--- src/rtl/branch_predictor_if.sv ---
// Bus between the pipeline and the branch predictor: fetch-side lookup,
// resolve-side update/redirect, and the performance counter port.
interface branch_predictor_if #(
    parameter int ADDR_W = 16,
    parameter int STAT_W = 16
);
    logic [ADDR_W-1:0] if_pc;
    logic              pred_taken;
    logic [ADDR_W-1:0] pred_next_pc;

    logic              upd_valid;
    logic              upd_is_branch;
    logic [ADDR_W-1:0] upd_pc;
    logic [2:0]        upd_cond;
    logic [2:0]        upd_flags;
    logic [ADDR_W-1:0] upd_target;
    logic              upd_pred_taken;
    logic [ADDR_W-1:0] upd_pred_pc;
    logic              mispredict;
    logic [ADDR_W-1:0] redirect_pc;

    logic              stat_clr;
    logic [STAT_W-1:0] stat_branches;
    logic [STAT_W-1:0] stat_mispred;

    // Pipeline side: drives fetch PC and resolving instruction, reads predictions
    modport master (
        output if_pc, upd_valid, upd_is_branch, upd_pc, upd_cond, upd_flags,
               upd_target, upd_pred_taken, upd_pred_pc, stat_clr,
        input  pred_taken, pred_next_pc, mispredict, redirect_pc,
               stat_branches, stat_mispred
    );

    // Predictor side
    modport slave (
        input  if_pc, upd_valid, upd_is_branch, upd_pc, upd_cond, upd_flags,
               upd_target, upd_pred_taken, upd_pred_pc, stat_clr,
        output pred_taken, pred_next_pc, mispredict, redirect_pc,
               stat_branches, stat_mispred
    );
endinterface

--- src/rtl/branch_predictor.sv ---
// Direct-mapped BTB with saturating counters, flag-based branch resolution
// with mispredict/redirect, and saturating performance counters.
module branch_predictor #(
    parameter int ADDR_W  = 16,
    parameter int ENTRIES = 16,
    parameter int CTR_W   = 2,
    parameter int STAT_W  = 16
) (
    input logic               clk,
    input logic               rst,
    branch_predictor_if.slave bp
);
    localparam int IDX_W = $clog2(ENTRIES);
    localparam int TAG_W = ADDR_W - IDX_W;

    localparam logic [CTR_W-1:0] CTR_MAX  = '1;
    localparam logic [CTR_W-1:0] CTR_WEAK = CTR_W'(1 << (CTR_W - 1));
    localparam logic [ADDR_W-1:0] PC_ONE  = ADDR_W'(1);

    logic [ENTRIES-1:0] valid_q;
    logic [TAG_W-1:0]   tag_q    [ENTRIES];
    logic [ADDR_W-1:0]  target_q [ENTRIES];
    logic [CTR_W-1:0]   ctr_q    [ENTRIES];

    logic [STAT_W-1:0]  stat_branches_q;
    logic [STAT_W-1:0]  stat_mispred_q;

    logic [IDX_W-1:0]   lk_idx;
    logic [TAG_W-1:0]   lk_tag;
    logic               lk_hit;

    logic [IDX_W-1:0]   up_idx;
    logic [TAG_W-1:0]   up_tag;
    logic               up_hit;

    logic               cond_true;
    logic               actual_taken;
    logic [ADDR_W-1:0]  correct_pc;
    logic               mispredict;

    // The carried prediction bit is implied by upd_pred_pc, which alone decides correctness
    logic               unused_pred_taken;
    assign unused_pred_taken = bp.upd_pred_taken;

    // Fetch-side lookup; reads pre-edge table contents, no bypass from the update port
    assign lk_idx          = bp.if_pc[IDX_W-1:0];
    assign lk_tag          = bp.if_pc[ADDR_W-1:IDX_W];
    assign lk_hit          = valid_q[lk_idx] && (tag_q[lk_idx] == lk_tag);
    assign bp.pred_taken   = lk_hit && ctr_q[lk_idx][CTR_W-1];
    assign bp.pred_next_pc = bp.pred_taken ? target_q[lk_idx] : bp.if_pc + PC_ONE;

    assign up_idx = bp.upd_pc[IDX_W-1:0];
    assign up_tag = bp.upd_pc[ADDR_W-1:IDX_W];
    assign up_hit = valid_q[up_idx] && (tag_q[up_idx] == up_tag);

    // Branch condition from the {N,V,Z} flags
    always_comb begin
        cond_true = 1'b0;
        case (bp.upd_cond)
            3'b000:  cond_true = ~bp.upd_flags[0];
            3'b001:  cond_true = bp.upd_flags[0];
            3'b010:  cond_true = ~(bp.upd_flags[0] | bp.upd_flags[2]);
            3'b011:  cond_true = bp.upd_flags[2];
            3'b100:  cond_true = bp.upd_flags[0] | ~bp.upd_flags[2];
            3'b101:  cond_true = bp.upd_flags[2] | bp.upd_flags[0];
            3'b110:  cond_true = bp.upd_flags[1];
            default: cond_true = 1'b1;
        endcase
    end

    assign actual_taken   = bp.upd_is_branch & cond_true;
    assign correct_pc     = actual_taken ? bp.upd_target : bp.upd_pc + PC_ONE;
    assign mispredict     = bp.upd_valid & (bp.upd_pred_pc != correct_pc);
    assign bp.mispredict  = mispredict;
    assign bp.redirect_pc = correct_pc;

    // BTB training: strengthen/allocate on taken, weaken on not-taken, drop aliased non-branches
    always_ff @(posedge clk or posedge rst) begin
        if (rst) begin
            valid_q <= '0;
            for (int i = 0; i < ENTRIES; i++) begin
                tag_q[i]    <= '0;
                target_q[i] <= '0;
                ctr_q[i]    <= '0;
            end
        end else if (bp.upd_valid) begin
            if (bp.upd_is_branch) begin
                if (actual_taken) begin
                    if (up_hit) begin
                        if (ctr_q[up_idx] != CTR_MAX) begin
                            ctr_q[up_idx] <= ctr_q[up_idx] + CTR_W'(1);
                        end
                        target_q[up_idx] <= bp.upd_target;
                    end else begin
                        valid_q[up_idx]  <= 1'b1;
                        tag_q[up_idx]    <= up_tag;
                        target_q[up_idx] <= bp.upd_target;
                        ctr_q[up_idx]    <= (bp.upd_cond == 3'b111) ? CTR_MAX : CTR_WEAK;
                    end
                end else if (up_hit && (ctr_q[up_idx] != '0)) begin
                    ctr_q[up_idx] <= ctr_q[up_idx] - CTR_W'(1);
                end
            end else if (up_hit) begin
                valid_q[up_idx] <= 1'b0;
            end
        end
    end

    // Saturating performance counters; clear wins over increment
    always_ff @(posedge clk or posedge rst) begin
        if (rst) begin
            stat_branches_q <= '0;
            stat_mispred_q  <= '0;
        end else if (bp.stat_clr) begin
            stat_branches_q <= '0;
            stat_mispred_q  <= '0;
        end else begin
            if (bp.upd_valid && bp.upd_is_branch && (stat_branches_q != '1)) begin
                stat_branches_q <= stat_branches_q + STAT_W'(1);
            end
            if (mispredict && (stat_mispred_q != '1)) begin
                stat_mispred_q <= stat_mispred_q + STAT_W'(1);
            end
        end
    end

    assign bp.stat_branches = stat_branches_q;
    assign bp.stat_mispred  = stat_mispred_q;
endmodule

--- src/flat_wrapper.sv ---
// flat-port wrapper written by rule: the top's interface ports become plain ports
module branch_predictor_flat 
#(
    parameter int ADDR_W  = 16,
    parameter int ENTRIES = 16,
    parameter int CTR_W   = 2,
    parameter int STAT_W  = 16
)
  (clk, rst, bp_if_pc, bp_upd_valid, bp_upd_is_branch, bp_upd_pc, bp_upd_cond, bp_upd_flags, bp_upd_target, bp_upd_pred_taken, bp_upd_pred_pc, bp_stat_clr, bp_pred_taken, bp_pred_next_pc, bp_mispredict, bp_redirect_pc, bp_stat_branches, bp_stat_mispred);
  branch_predictor_if #(.ADDR_W(ADDR_W), .STAT_W(STAT_W)) bp_i ();
  input logic clk;
  input logic rst;
  input wire logic [$bits(bp_i.if_pc)-1:0] bp_if_pc;
  input wire logic [$bits(bp_i.upd_valid)-1:0] bp_upd_valid;
  input wire logic [$bits(bp_i.upd_is_branch)-1:0] bp_upd_is_branch;
  input wire logic [$bits(bp_i.upd_pc)-1:0] bp_upd_pc;
  input wire logic [$bits(bp_i.upd_cond)-1:0] bp_upd_cond;
  input wire logic [$bits(bp_i.upd_flags)-1:0] bp_upd_flags;
  input wire logic [$bits(bp_i.upd_target)-1:0] bp_upd_target;
  input wire logic [$bits(bp_i.upd_pred_taken)-1:0] bp_upd_pred_taken;
  input wire logic [$bits(bp_i.upd_pred_pc)-1:0] bp_upd_pred_pc;
  input wire logic [$bits(bp_i.stat_clr)-1:0] bp_stat_clr;
  output wire logic [$bits(bp_i.pred_taken)-1:0] bp_pred_taken;
  output wire logic [$bits(bp_i.pred_next_pc)-1:0] bp_pred_next_pc;
  output wire logic [$bits(bp_i.mispredict)-1:0] bp_mispredict;
  output wire logic [$bits(bp_i.redirect_pc)-1:0] bp_redirect_pc;
  output wire logic [$bits(bp_i.stat_branches)-1:0] bp_stat_branches;
  output wire logic [$bits(bp_i.stat_mispred)-1:0] bp_stat_mispred;
  assign bp_i.if_pc = bp_if_pc;
  assign bp_i.upd_valid = bp_upd_valid;
  assign bp_i.upd_is_branch = bp_upd_is_branch;
  assign bp_i.upd_pc = bp_upd_pc;
  assign bp_i.upd_cond = bp_upd_cond;
  assign bp_i.upd_flags = bp_upd_flags;
  assign bp_i.upd_target = bp_upd_target;
  assign bp_i.upd_pred_taken = bp_upd_pred_taken;
  assign bp_i.upd_pred_pc = bp_upd_pred_pc;
  assign bp_i.stat_clr = bp_stat_clr;
  assign bp_pred_taken = bp_i.pred_taken;
  assign bp_pred_next_pc = bp_i.pred_next_pc;
  assign bp_mispredict = bp_i.mispredict;
  assign bp_redirect_pc = bp_i.redirect_pc;
  assign bp_stat_branches = bp_i.stat_branches;
  assign bp_stat_mispred = bp_i.stat_mispred;
  branch_predictor #(.ADDR_W(ADDR_W), .ENTRIES(ENTRIES), .CTR_W(CTR_W), .STAT_W(STAT_W)) u_core (.clk(clk), .rst(rst), .bp(bp_i));
endmodule
--- config.mk ---
export PLATFORM = sky130hd
export DESIGN_NAME = branch_predictor_flat
export DESIGN_NICKNAME = d
export VERILOG_FILES = /design/src/rtl/branch_predictor_if.sv /design/src/rtl/branch_predictor.sv /design/src/flat_wrapper.sv
export SDC_FILE = /design/constraint.sdc
export NUM_CORES = 1
export LEC_CHECK = 0
export BUFFER_PORTS_ARGS = -buffer_cell sky130_fd_sc_hd__buf_2
export CAP_MARGIN = 20
export CORE_ASPECT_RATIO = 1.75
export CORE_MARGIN = 4
export CORE_UTILIZATION = 58
export CTS_BUF_LIST = sky130_fd_sc_hd__clkbuf_2
export DETAILED_ROUTE_END_ITERATION = 16
export PLACE_DENSITY = 0.79
export SYNTH_ARGS = -nofsm -noshare
export SYNTH_HDL_FRONTEND = slang
export SYNTH_SLANG_ARGS = --single-unit
--- constraint.sdc ---
create_clock -name clk -period 17 [get_ports clk]
set_input_delay 3.4 -clock clk [delete_from_list [all_inputs] [get_ports clk]]
set_output_delay 3.4 -clock clk [all_outputs]
set_load 0.01 [all_outputs]
==> results of run 1 <==
-- critical path, cell delays in order --
cell and delay, ns:
clkbuf_8 0.49, buf_12 0.55, mux4_2 0.58, nor2b_1 0.14, a211oi_1 0.41, a21oi_1 0.21
xor2_1 0.34, nor3_1 0.10, nand4_1 0.11, buf_4 0.33, mux2_2 0.39, buf_2 0.14
-- cell type report --
class / instances / area [sq um] / share of cell area
clock buffers: 170 / 851 / 0.0284
multi-input cells: 1347 / 13700 / 0.456
inverters: 32 / 124 / 0.00413
diodes: 11 / 27.5 / 0.000918
flip-flops and latches: 528 / 13200 / 0.441
repair buffers: 187 / 1140 / 0.0380
well taps: 588 / 736 / 0.0245
clock inverters: 38 / 214 / 0.00714
-- cell families (layout without fill, tap and decap cells) --
logic type	count (synthesis)	after routing	synth area share
buf+inv	209	427	0.0335
compound gates	226	226	0.0508
simple gates	381	381	0.0678
other cells	0	11	0
mux	665	665	0.347
fa+ha+maj	9	9	0.00406
xor+xnor	66	66	0.0208
flops	528	528	0.476
-- power breakdown --
group	internal, W	switching, W
Combinational	0.000352	0.000289
Clock	0.000299	0.000500
Sequential	0.00146	0.000134
Total	0.00211	0.000924
-- synthesized netlist by cell type, drive strengths merged, types with 10 or more instances --
cell type,instances,area [sq um]
a21oi,42,210
a22oi,18,135
buf,77,433
clkbuf,100,375
dfrtp,528,13200
inv,32,120
mux2,438,4930
mux2i,34,340
mux4,193,4350
nand2,126,473
nand2b,20,125
nand3,45,230
nand4,19,119
nor2,72,270
nor2b,13,81.3
nor3,25,125
o21ai,94,470
o31ai,15,113
or3,10,62.6
or4,15,113
xnor2,38,333
xor2,28,245
-- worst min-delay path by stage --
stage / endpoint / slack, ns / depth (start not counted)
6_report: u_core.tag_q[78] / 0.51 / 2
4_1_cts: u_core.tag_q[78] / 0.51 / 2
5_1_grt: u_core.target_q[158] / 0.52 / 1
2_1_floorplan: u_core.tag_q[104] / 0.46 / 2
3_3_place_gp: u_core.tag_q[41] / 0.47 / 2
3_5_place_dp: u_core.tag_q[78] / 0.49 / 2
-- stage by stage --
step / cells / utilization
2_1_floorplan: 2084 / -
3_3_place_gp: 2678 / 0.611
3_5_place_dp: 2680 / 0.611
4_1_cts: 2888 / 0.634
5_1_grt: 2897 / 0.635
6_report: 2901 / 0.635
-- per-layer routing --
metal | track usage | wire length, microns | up-vias
met2 | 0.499 | 38800 | 986
met1 | 0.361 | 27500 | 9976
met4 | 0.191 | 5600 | 2
met5 | 0 | 13 | -
li1 | - | - | 8130
met3 | 0.0683 | 6230 | 307
-- registers in the layout (all words and copies together) (netlist names), named ones only --
signal                   cells
u_core.target_q            256
u_core.bp.stat_branches     16
u_core.ctr_q                32
u_core.bp.stat_mispred      16
u_core.tag_q               192
==> results.py, run 1 <==
metrics = {
    "status": {
        "outcome": "complete, no violations",
    },
    "clocking": {
        "post-cts-setup-buffers": 0,
        "cts_bufs_inserted": 113,
        "cts-resized-gates": 0,
        "ctsLongestPathBuffers": 3,
        "tritoncts": "built",
        "clk_transition_reported_paths_ns": 0.10,
        "tritoncts_num_sinks": 528,
        "count_of_h_tree_levels_built_during_cts": 3,
        "cts_hold_buffers": 0,
        "worstSkewPairLatency_ns": 1.18,
        "cts-root-buf": "clkbuf_2",
    },
    "route": {
        "routed_wirelength_mm": 78.1,
        "ant_nets": 0,
        "post_drt_via_cell_ratio": 6.69,
        "avgRoutedWirePerCell_microns": 26.9,
        "remaining_drc_errors": 0,
        "route.vias.total": 19400,
        "starting_drc_count_in_detailed_routing": 1643,
        "detailedRoute.firstPassIterationCount": 5,
    },
    "die": {
        "die-width_microns": 173,
        "rows": 105,
        "floorplan.initialDensity": 0.588,
        "core_region_area_sq_um": 47200,
        "floorplan.die.height_microns": 297,
        "design.die.area_sq_um": 51500,
        "ios": 142,
    },
    "timing": {
        "whs_ns": 0.509,
        "timing.clock.skew_ns": 0.139,
        "accumulated_negative_setup_slack_ns": 0,
        "maxSlewHeadroom": 0.179,
        "post-route-min-period_ns": 10.80,
        "count_of_endpoints_failing_hold_in_the_final_timing_report": 0,
        "max_slew.worst_pin.slew_ns": 1.23,
        "setup_repair_after_global_routing_missed_its_margin": "no",
        "fmaxAchievable_ghz": 0.0926,
        "worst_slack_ns": 6.20,
        "finalCritPeriodShare": 0.635,
        "final-max-slew-violation-count": 0,
        "timing.final.setup_violations": 0,
    },
    "run": {
        "max_cap_violations": 0,
    },
    "placed_design": {
        "placement.io_buffers": 140,
        "placed_area_sq_um": 28800,
        "place_congestion": 0.950,
        "place_ws_ns": 6.26,
        "detailedPlacementHpwl_mm": 51.8,
    },
    "critical_path": {
        "data_required_time_of_the_worst_path_ns": 13.60,
        "worstSetupPathType": "input port to output port",
        "crit_path_start_kind": "input port",
        "r2r_cells": 10,
        "timing.critical_path.to": "bp_pred_next_pc[1]",
        "r2r_setup_slack_ns": 12.39,
        "cp_max_fo": 86,
        "crit-reg2reg-launch": "u_core.tag_q[102]",
        "critPathCaptureType": "output port",
        "critical_path.startpoint": "bp_if_pc[0]",
        "r2r_end": "u_core.tag_q[111]",
        "worst-endpoint-arrival_ns": 7.40,
    },
    "layout": {
        "layout_cells_sized_above_1": 0.445,
        "layout.cell_area.non_filler_sq_um": 30000,
        "leading_cell_types_in_the_layout_fill_and_taps_excluded": "dfrtp_1 (528), mux2_2 (438), mux4_2 (193), clkbuf_2 (170), buf_2 (137)",
        "layout.filler_cells": 3489,
        "leading_cell_type_in_the_layout_fill_and_taps_excluded": "dfrtp_1",
        "final_nets": 2294,
        "area_grow_syn2layout_pct": 8.03,
    },
    "yosys": {
        "avgSynthCellArea_sq_um": 13.3,
        "syn-cell-area_sq_um": 27700,
        "synthDistinctLibCells": 66,
        "synthesized_instance_count": 2084,
        "synth.ff_latch_count": 528,
        "postSynth.topFlopCell": "dfrtp_1",
        "synth_nets": 2169,
        "yosysWarningCount": 0,
        "share_of_flip_flops_with_an_asynchronous_set_or_reset": 1.00,
        "synth_enable_flop_cells": 0,
        "post_synthesis_sequential_area_ratio": 0.476,
    },
    "min_path": {
        "hold_class": "flop to flop",
        "hold_path_startpoint": "u_core.tag_q[78]",
    },
    "grt": {
        "first_global_vias": 20600,
        "largest_net_degree_at_the_start_of_global_routing": 166,
        "grt_use_total": 0.303,
        "grt_antenna_before_repair": 11,
        "global_route.overflow_total": 0,
        "wire_length_of_the_first_global_routing_pass_mm": 120,
    },
    "power_and_ir_drop": {
        "vdd_drop_max_mv": 0.0542,
        "power_w": 0.00304,
        "power.density_nw_per_um2": 101,
        "leakagePower_nw": 13.6,
    },
}
No activity file was read; power rests on OpenSTA's default activity.
==> run 2, diff against run 1 <==
Clock period 17 ns to 9.9 ns, I/O delays scaled along.
==> run 2 against run 1 <==
Net effect:
- clock power grew 64%
- highest routed layer unchanged
- non-clock buffer count did not move
- routed wire length down 0.90%
- critical endpoint is now bp_mispredict
- largest power group unchanged
- clock-buffer cell count fell by 7
- clock skew fell by 0.012 ns
- setup slack got worse by 4.0 ns
- power is 69% higher
- combinational power up 71%
- via count decreased by 0.22%
- critical path depth stayed put
==> results.py, run 2 (synthesis results as in run 1) <==
metrics = {
    "route": {
        "remaining_drc_errors": 0,
        "route.vias.total": 19400,
        "ant_nets": 0,
        "post_drt_via_cell_ratio": 6.70,
        "routed_wirelength_mm": 77.4,
        "detailedRoute.firstPassIterationCount": 9,
        "starting_drc_count_in_detailed_routing": 1746,
        "avgRoutedWirePerCell_microns": 26.8,
    },
    "grt": {
        "grt_antenna_before_repair": 10,
        "largest_net_degree_at_the_start_of_global_routing": 196,
        "wire_length_of_the_first_global_routing_pass_mm": 120,
        "first_global_vias": 20700,
        "grt_use_total": 0.301,
        "global_route.overflow_total": 0,
    },
    "power_and_ir_drop": {
        "power_w": 0.00514,
        "vdd_drop_max_mv": 0.0900,
        "leakagePower_nw": 13.5,
        "power.density_nw_per_um2": 172,
    },
    "timing": {
        "setup_repair_after_global_routing_missed_its_margin": "no",
        "accumulated_negative_setup_slack_ns": 0,
        "fmaxAchievable_ghz": 0.130,
        "max_slew.worst_pin.slew_ns": 1.20,
        "maxSlewHeadroom": 0.201,
        "final-max-slew-violation-count": 0,
        "timing.clock.skew_ns": 0.127,
        "finalCritPeriodShare": 0.777,
        "count_of_endpoints_failing_hold_in_the_final_timing_report": 0,
        "post-route-min-period_ns": 7.70,
        "timing.final.setup_violations": 0,
    },
    "layout": {
        "leading_cell_type_in_the_layout_fill_and_taps_excluded": "dfrtp_1",
        "largest_reg_flops": 256,
        "largest_register": "u_core.target_q",
        "fin_util": 0.633,
        "reg_top3": "u_core.target_q x256, u_core.tag_q x192, u_core.ctr_q x32",
        "area_grow_syn2layout_pct": 7.59,
        "final_nets": 2294,
        "leading_cell_types_in_the_layout_fill_and_taps_excluded": "dfrtp_1 (528), mux2_2 (438), mux4_2 (193), clkbuf_2 (163), buf_2 (137)",
        "layout.cells.non_filler": 2889,
        "layout.cell_area.non_filler_sq_um": 29800,
        "layout_cells_sized_above_1": 0.443,
    },
    "clocking": {
        "cts-resized-gates": 0,
        "cts-root-buf": "clkbuf_2",
        "tritoncts_num_sinks": 528,
        "clk_transition_reported_paths_ns": 0.09,
        "tritoncts": "built",
        "ctsLongestPathBuffers": 3,
        "post-cts-setup-buffers": 0,
        "cts_hold_buffers": 0,
        "count_of_h_tree_levels_built_during_cts": 3,
        "worstSkewPairLatency_ns": 1.16,
        "cts_bufs_inserted": 113,
    },
    "min_path": {
        "min_delay_path_depth": 1,
        "hold_path_startpoint": "u_core.target_q[60]",
        "min_to": "u_core.target_q[60]",
        "hold_class": "flop to flop",
    },
    "critical_path": {
        "worst_path_most_repeated_cell": "buf_4",
        "cp_max_fo": 37,
        "critical_path.max_stage_delay_ns": 0.65,
        "r2r_end": "u_core.tag_q[131]",
        "crit-reg2reg-launch": "u_core.tag_q[174]",
        "r2r_cells": 10,
        "worst-endpoint-arrival_ns": 5.72,
        "worstSetupPathType": "input port to output port",
        "crit_path_start_kind": "input port",
        "path_cells": "buf_4, ha_1, nand3_1, or3_1, xnor2_1, mux2_2, o2bb2ai_1, or4_1, nor4_4, buf_4, nor2b_1, buf_2",
        "timing.critical_path.slowest_stage_cell": "ha_1",
        "critPathCaptureType": "output port",
        "r2r_setup_slack_ns": 5.38,
        "data_required_time_of_the_worst_path_ns": 7.92,
    },
    "die": {
        "design.die.area_sq_um": 51500,
        "floorplan.initialDensity": 0.588,
        "core_region_area_sq_um": 47200,
        "rows": 105,
        "floorplan.die.height_microns": 297,
        "die-width_microns": 173,
        "ios": 142,
    },
    "placed_design": {
        "placed_cells": 2679,
        "detailedPlacementHpwl_mm": 51.5,
        "place_congestion": 0.961,
        "placement.io_buffers": 140,
        "placed_area_sq_um": 28800,
    },
    "status": {
        "outcome": "complete, no violations",
    },
    "run": {
        "max_cap_violations": 0,
    },
}
==> run 2: changes by cell type in the layout (fill, tap and decap cells not counted), moves of 2 or more <==
cell / delta
clkinv_1: -2
clkinv_2: -2
clkbuf_2: -7
buf_4: +3
==> run 2: area by class of cell <==
type,count,area (sq um)
Antenna cell,11,27.5
Tap cell,588,736
Timing Repair Buffer,187,1100
Multi-Input combinational cell,1347,13700
Clock inverter,33,168
Clock buffer,163,816
Fill cell,3535,17300
Sequential cell,528,13200
Inverter,32,124
==> run 2: worst max-delay path by stage <==
stage | start | endpoint | slack [ns] | cells after the start
6_report | bp_upd_pc[1] | bp_mispredict | 2.20 | 12
5_1_grt | bp_upd_pc[1] | bp_mispredict | 2.07 | 12
4_1_cts | bp_upd_pc[1] | bp_mispredict | 2.30 | 12
3_5_place_dp | bp_upd_pc[1] | bp_mispredict | 2.32 | 12
3_3_place_gp | bp_upd_pc[1] | bp_mispredict | 2.35 | 12
2_1_floorplan | rst | async pin | 0.74 | 1
==> run 2: critical path: cells and delay by family <==
kind | cells | cell delay, ns
compound gates | 1 | 0.13
buf+inv | 3 | 1.00
mux | 1 | 0.30
simple gates | 5 | 1.43
fa+ha+maj | 1 | 0.65
xor+xnor | 1 | 0.17
==> run 2: metal layers <==
layer | GRT usage | share of wire | vias to the layer above | wire, microns
met5 | 0 | 0.00030 | - | 23
met4 | 0.182 | 0.067 | 4 | 5210
met3 | 0.0763 | 0.087 | 292 | 6760
met2 | 0.499 | 0.50 | 1051 | 38500
met1 | 0.354 | 0.35 | 9917 | 26900
li1 | - | - | 8094 | -
==> run 2: metrics by stage <==
step / setup slack (ns) / hold slack (ns)
floorplan: 0.744 / 0.461
global placement: 2.35 / 0.475
detailed placement: 2.32 / 0.490
CTS: 2.30 / 0.515
global route: 2.07 / 0.530
finish: 2.20 / 0.510
==> run 2: report_power, final <==
part	switching (W)	internal (W)
logic	0.000494	0.000602
clock network	0.000838	0.000469
registers	0.000229	0.00251
